==> config.mk <==
export PLATFORM = sky130hd
export DESIGN_NAME = key_conditioner
export DESIGN_NICKNAME = d
export VERILOG_FILES = /design/src/rtl/key_conditioner.sv
export SDC_FILE = /design/constraint.sdc
export NUM_CORES = 1
export LEC_CHECK = 0
export ABC_AREA = 1
export ABC_CLOCK_PERIOD_IN_PS = 6800
export BUFFER_PORTS_ARGS = -buffer_cell sky130_fd_sc_hd__buf_2
export CAP_MARGIN = 25
export CORE_MARGIN = 2
export CORE_UTILIZATION = 40
export CTS_BUF_LIST = sky130_fd_sc_hd__clkbuf_8 sky130_fd_sc_hd__clkbuf_16
export CTS_CLUSTER_DIAMETER = 60
export DETAILED_ROUTE_END_ITERATION = 6
export PLACE_DENSITY = 0.63
export REMOVE_ABC_BUFFERS = 1
export SETUP_SLACK_MARGIN = 0.15
export SLEW_MARGIN = 40
export SYNTH_ARGS = -nofsm -noshare
export SYNTH_HDL_FRONTEND = slang
export SYNTH_SLANG_ARGS = --single-unit
==> constraint.sdc <==
create_clock -name clock -period 6.8 [get_ports clock]
set_input_delay 0.68 -clock clock [delete_from_list [all_inputs] [get_ports clock]]
set_output_delay 0.68 -clock clock [all_outputs]
set_load 0.01 [all_outputs]
==> src/rtl/key_conditioner.sv <==
// Front-panel input conditioner for the microwave: synchronizes raw contacts,
// debounces the keypad into a clean one-hot code with a press strobe, and debounces the buttons.

module key_conditioner #(
   parameter int DB_CYCLES = 8,
   parameter int CNT_W     = 4
) (
   input  logic       clock,
   input  logic       resetn,
   input  logic [9:0] key_raw,
   input  logic       startn_raw,
   input  logic       stopn_raw,
   input  logic       clearn_raw,
   input  logic       door_raw,
   output logic [9:0] keypad,
   output logic       key_strobe,
   output logic       startn,
   output logic       stopn,
   output logic       clearn,
   output logic       door_closed
);

   // Button bit order everywhere below: {door, clearn, stopn, startn}
   localparam logic [3:0]       BtnRst  = 4'b0111;
   localparam logic [13:0]      SyncRst = {BtnRst, 10'b0};
   localparam logic [CNT_W-1:0] CntLast = CNT_W'(DB_CYCLES - 1);
   localparam logic [CNT_W-1:0] CntOne  = CNT_W'(1);

   typedef enum logic [1:0] {
      IDLE,
      ARM,
      HELD,
      RELEASE
   } key_state_e;

   logic [13:0] meta_q;
   logic [13:0] sync_q;
   logic [9:0]  keySync;
   logic [3:0]  btnSync;

   key_state_e       state_q, state_d;
   logic [9:0]       cand_q, cand_d;
   logic [CNT_W-1:0] cnt_q, cnt_d;
   logic [9:0]       keypad_q, keypad_d;
   logic             strobe_q, strobe_d;

   logic [3:0]            btnLevel_q, btnLevel_d;
   logic [3:0][CNT_W-1:0] btnCnt_q, btnCnt_d;

   // Synchronizers reset to the inactive level so nothing looks pressed after reset
   always_ff @(posedge clock or negedge resetn) begin
      if (!resetn) begin
         meta_q <= SyncRst;
         sync_q <= SyncRst;
      end else begin
         meta_q <= {door_raw, clearn_raw, stopn_raw, startn_raw, key_raw};
         sync_q <= meta_q;
      end
   end

   assign keySync = sync_q[9:0];
   assign btnSync = sync_q[13:10];

   always_comb begin
      state_d  = state_q;
      cand_d   = cand_q;
      cnt_d    = cnt_q;
      keypad_d = keypad_q;
      strobe_d = 1'b0;
      unique case (state_q)
         IDLE: begin
            keypad_d = '0;
            cnt_d    = '0;
            if ($onehot(keySync)) begin
               cand_d  = keySync;
               cnt_d   = CntOne;
               state_d = ARM;
            end
         end
         ARM: begin
            if (keySync != cand_q) begin
               cnt_d   = '0;
               state_d = IDLE;
            end else if (cnt_q == CntLast) begin
               cnt_d    = '0;
               keypad_d = cand_q;
               strobe_d = 1'b1;
               state_d  = HELD;
            end else begin
               cnt_d = cnt_q + CntOne;
            end
         end
         HELD: begin
            cnt_d = '0;
            if (keySync != cand_q) begin
               cnt_d   = CntOne;
               state_d = RELEASE;
            end
         end
         RELEASE: begin
            // Only an unbroken run of all-zero samples completes a release
            if (keySync == '0) begin
               if (cnt_q == CntLast) begin
                  cnt_d    = '0;
                  keypad_d = '0;
                  state_d  = IDLE;
               end else begin
                  cnt_d = cnt_q + CntOne;
               end
            end else if (keySync == cand_q) begin
               cnt_d   = '0;
               state_d = HELD;
            end else begin
               cnt_d = '0;
            end
         end
         default: begin
            cnt_d    = '0;
            keypad_d = '0;
            state_d  = IDLE;
         end
      endcase
   end

   always_ff @(posedge clock or negedge resetn) begin
      if (!resetn) begin
         state_q  <= IDLE;
         cand_q   <= '0;
         cnt_q    <= '0;
         keypad_q <= '0;
         strobe_q <= 1'b0;
      end else begin
         state_q  <= state_d;
         cand_q   <= cand_d;
         cnt_q    <= cnt_d;
         keypad_q <= keypad_d;
         strobe_q <= strobe_d;
      end
   end

   // Each button counts consecutive samples that disagree with its current output
   always_comb begin
      btnLevel_d = btnLevel_q;
      btnCnt_d   = '0;
      for (int i = 0; i < 4; i++) begin
         if (btnSync[i] != btnLevel_q[i]) begin
            if (btnCnt_q[i] == CntLast) begin
               btnLevel_d[i] = btnSync[i];
            end else begin
               btnCnt_d[i] = btnCnt_q[i] + CntOne;
            end
         end
      end
   end

   always_ff @(posedge clock or negedge resetn) begin
      if (!resetn) begin
         btnLevel_q <= BtnRst;
         btnCnt_q   <= '0;
      end else begin
         btnLevel_q <= btnLevel_d;
         btnCnt_q   <= btnCnt_d;
      end
   end

   assign keypad      = keypad_q;
   assign key_strobe  = strobe_q;
   assign startn      = btnLevel_q[0];
   assign stopn       = btnLevel_q[1];
   assign clearn      = btnLevel_q[2];
   assign door_closed = btnLevel_q[3];

endmodule

* Word-level counts from Yosys, hierarchy flattened *
Index checks and enable logic that the tools add are counted.

cells by class
  mux-type cells = 30
  add/subtract/negate cells = 14
  eq/ne operators = 24
  reductions and logical operators = 10

operator list
  cell                                                 number
  two-way mux 4 bit                                    11
  two-way mux 10 bit                                   4
  one-hot mux 10 bit (3 select lines)                  1
  adder 4 x 1 -> 4 bit, second input constant          5
  equality test 4 x 3 -> 1 bit, second input constant  5
  one-hot mux 4 bit (4 select lines)                   1
  two-way mux 2 bit                                    7
  != test 2 bit, second input constant                 6
  adder 1 x 1 -> 2 bit                                 5
  equality test 10 bit                                 1
  logical NOT 10 bit                                   1
  != test 10 bit                                       1
  AND reduction 2 bit                                  5
  AND reduction 5 bit                                  2
  != test 3 bit, second input constant                 3
  one-hot mux 2 bit (4 select lines)                   1
  adder 2 x 2 -> 3 bit                                 2
  two-way mux 1 bit                                    5
  adder 3 x 3 -> 4 bit                                 1
  adder 4 x 2 -> 4 bit                                 1
  equality test 2 bit, second input constant           2
  equality test 4 x 1 -> 1 bit, second input constant  1
  != test 1 bit                                        4
  nonzero test 3 bit                                   1
  2 further kinds                                      2

word-level totals
  output and inout port bits = 15
  input port bits = 16
  flip-flop bits (word level) = 75
  logic and storage cells = 93

* Logic depth before layout (Yosys ltp) *
  word-level depth = 7
  depth in mapped cells = 16
  mapped depth without buffers = 16

* Least setup slack after synthesis *
Ideal clock, no wire load.

  path kind = register -> register
  start = reg sync_q[1]
  end = reg cand_q[1]
  path buffers = 1
  setup time = 0.126 ns
  period minus slack after synthesis = 3.303 ns
  slack = 3.497 ns
  data required time = 6.674 ns
  arrival = 3.177 ns
  stages on the path, launching flop included = 13
  path through = dfrtp_1 -> fa_1 -> fa_1 -> inv_1 -> fa_1 -> inv_1 -> ha_1 -> inv_1 -> fa_1 -> nand4_1 -> nor2_4 -> clkbuf_2 -> o21ai_0

on the way
  cells in the longest elaborated chain, start to end = 6

ends and longest elaborated chain
  item                                        line  RTL
  start: declaration                          37    logic [13:0] sync_q;
  start signal: assignment                    54    sync_q <= SyncRst;
  start signal: assignment                    57    sync_q <= meta_q;
  adder 1 x 1 -> 2 bit (implied by the code)  74    if ($onehot(keySync)) begin
  adder 2 x 2 -> 3 bit (implied by the code)  74
  adder 3 x 3 -> 4 bit (implied by the code)  74
  adder 4 x 2 -> 4 bit (implied by the code)  74
  equality test 4 x 1 -> 1 bit                74
  AND reduction 2 bit (no source line)        --
  end signal: assignment                      134   cand_q <= cand_d;
  end: declaration                            42    logic [9:0] cand_q, cand_d;

Several ways; a longest one is shown, not always the timed one.
A chain may end at the register's enable or synchronous reset.

* Worst setup path after layout *
  start = reg sync_q[1]
  end = reg cand_q[0]

on the way
  cells in the longest elaborated chain, start to end = 6

ends and longest elaborated chain
  item                                        line
  adder 1 x 1 -> 2 bit (implied by the code)  74
  adder 2 x 2 -> 3 bit (implied by the code)  74
  adder 3 x 3 -> 4 bit (implied by the code)  74
  adder 4 x 2 -> 4 bit (implied by the code)  74
  equality test 4 x 1 -> 1 bit                74
  AND reduction 2 bit (no source line)        --

No other way between the ends.

==> summary.md <==
| Metric | Value |
|---|---|
| Die height | 95.3 um |
| Chip width | 95.3 um |
| Synth Cell Area | 3330 um^2 |
| DRT met1 WL | 2.47 mm |
| # setup viols final | 0 |
| DR vias/cell | 4.50 |
| Final hold vios | 0 |
| DR WL/cell | 10.9 um |
| Fraction of layout cells with a size suffix above 1 | 27.2% |
| Critical Path RT | 7020 ps |
| Lkg Pwr | 0.00196 uW |
| Root Driver | clkbuf_8 |
| Post-place setup slack | 3190 ps |
| Postcts setup bufs | 0 |
| Final Worst Setup Slack | 3210 ps |
| Area Growth Syn to Fin | 14.7% |
| Met3 wire len | 280 um |
| Post-synth top area share | 49.5% |
| FMAX | 279 MHz |
| DR WL met2 | 2.46 mm |
| CTS buffer count | 9 |
| Syn_area_per_cell | 9.92 um^2 |
| First DRT Iteration DRCs | 94 |
| Routed via count | 2178 |
| Synth Flop Type | dfrtp_1 |
| Pre-Repair DR Iteration Count | 4 |
| Initial antenna violation count | 0 |
| Total GRT Usage | 13.6% |
| Sink Count | 75 |
| Remaining routing DRC violations | 0 |
| # port buffers | 30 |
| Max Slew Vio Count | 0 |
| Hold path depth | 0 |
| Hold path start | meta_q[6] |
| Worst R2R Start | sync_q[1] |
| Fin nets | 404 |
| First-pass GRT wire length | 9.32 mm |
| GP Congestion | 0.773 |
| Crit path time final | 3590 ps |
| Setup Skew | 6.52 ps |
| Placement Rows | 33 |
| Max Cap Violations | 0 |
| Post-synth EDFFs | 0 |
| Slew HR | 55.4% |
| DIE AREA | 9080 um^2 |
| Largest area contributor in the netlist | dfrtp_1 |
| Worst Tran Pin Value | 669 ps |
| Hold Path Sink | sync_q[6] |
| I/O Pins | 31 |
| Clock buffer depth | 2 |
| Sum Neg Setup Slack | 0 ps |
| CTS tree | built |
| Status | finished, final reports clean |
| Clk pin slew, worst setup/hold paths | 80 ps |
| Area of the multi-input gates | 1230 um^2 |
| Share of synthesized registers carrying an async set or reset | 100% |
| Flops & latches, synth | 75 |
| Top area cells in the synthesized netlist | dfrtp_1 (50%), nand2_1 (8.4%), dfstp_2 (7.1%), inv_1 (5.0%), fa_1 (3.6%) |
| Fillers | 778 |
| Synth cell types | 29 |
| Overflow after GRT | 0 |
| DRT Wirelength | 5.27 mm |
| Post-CTS Hold Fix Bufs | 0 |
| Hold crit path type | flop to flop |
| Largest net degree at the start of global routing | 76 |
| Worst Path Max Fanout | 19 |
| Starting density of the core | 41.0% |
| PD cells | 385 nW/um^2 |
| Tcrit/Tclk final | 52.8% |
| RR Endpoint | cand_q[0] |
| Top cells by count, synth | nand2_1 (75), dfrtp_1 (66), inv_1 (44), nor2_1 (28), nand2_2 (17) |
| WP data arrival | 3810 ps |
| Worst skew pair latency | 340 ps |
| Vias in the first global route | 2085 |
| Worst-case reg-to-reg path depth | 13 |
| Synth Instances | 336 |
| Crit path capture type | flop |
| Peak supply drop | 0.000183 V |
| R2r setup slk | 3210 ps |
| Highest Signal Layer | met4 |
| Post-DP HPWL | 3.76 mm |
| Startpoint Class | flop |
| Top-count cell post-synth | nand2_1 |
| Sequential fraction of the synthesis area | 56.6% |
| Kind of critical path | flop to flop |
| Core Region | 8130 um^2 |
| Sequential cell area | 1890 um^2 |
| Inserted Diodes | 0 |
| Unrepaired setup endpoints after global routing | false |
| Yosys Warn Count | 0 |
| H-Tree Depth | 3 |
| Remaining antenna violation count after routing | 0 |
| Post-CTS Resized | 0 |
## how the worst max path moves through the flow
stage                          from         to
after CTS                 sync_q[0]  cand_q[0]
final                     sync_q[1]  cand_q[0]
after floorplan           sync_q[1]  cand_q[0]
after global placement    sync_q[5]  cand_q[0]
after global routing      sync_q[1]  cand_q[0]
after detailed placement  sync_q[1]  cand_q[0]
## per-layer routing
layer  global-route usage [%]  vias to the layer above
li1                         -                     1108
met3                     5.53                        7
met2                     21.7                       45
met4                     4.59                        0
met5                        0                        -
met1                     16.9                     1018
## power by group
group,leakage (uW),switching [uW],internal [uW]
Clock,0.000114,161,217
Sequential,0.000934,85.3,560
Combinational,0.000911,277,172
Total,0.00196,524,949
## registers in the layout, summed over array words and instances, names as in the netlist
register	cells
key_strobe	1
cand_q	10
state_q	2
btnCnt_q	16
keypad	10
cnt_q	4
meta_q	14
btnLevel_q	4
sync_q	14
## cell type report
class | instances | share of cell area, %
timing repair buffer | 31 | 4.22
multi-input combinational | 206 | 32.1
sequential | 75 | 49.4
clock inverter | 6 | 2.32
inverter | 51 | 5.00
clock buffer | 10 | 3.60
tap | 105 | 3.43
## kinds of logic after synthesis
logic type,Yosys count,share of synthesized area (%)
buf+inv,55,6.68
mux,4,1.35
compound gates,25,5.07
xor+xnor,11,2.89
flops,75,56.6
fa+ha+maj,14,6.60
simple gates,152,20.8
## through the flow
| step | util [%] | hold WS, ps | instances | cell area [um^2] | total power [uW] |
|---|---|---|---|---|---|
| final | 47.0 | 351 | 484 | 3820 | 1470 |
| after global routing | 47.0 | 363 | 484 | 3820 | 1600 |
| after CTS | 47.0 | 352 | 484 | 3820 | 1500 |
| after detailed placement | 44.2 | 335 | 468 | 3600 | 1110 |
| after global placement | 44.2 | 334 | 468 | 3590 | 1100 |
| after floorplan | - | 331 | 332 | 3300 | 981 |
## critical path, cell delays in order (launching register included)
cell and delay, ps:
dfrtp_1 430, fa_1 510, fa_1 540, inv_1 50
fa_1 420, inv_1 60, ha_1 150, inv_1 50
fa_1 470, nand4_1 160, nor2_4 340, inv_1 120
nand2_1 70, o21ai_0 80
## placed cells by master, fill, tap and decap left out, types with 4 or more instances in the layout
cell type	n
inv_2	7
nor2_2	6
inv_1	45
clkbuf_8	10
nand2_1	75
fa_1	6
dfstp_2	9
buf_2	30
dfrtp_1	66
mux2_2	4
o21ai_0	10
o21ai_2	10
xor2_1	5
nor2_1	27
nor3_1	4
ha_1	8
nand2_2	17
xnor2_1	6
nand3_1	13
Power figures use the tool's default switching activity.
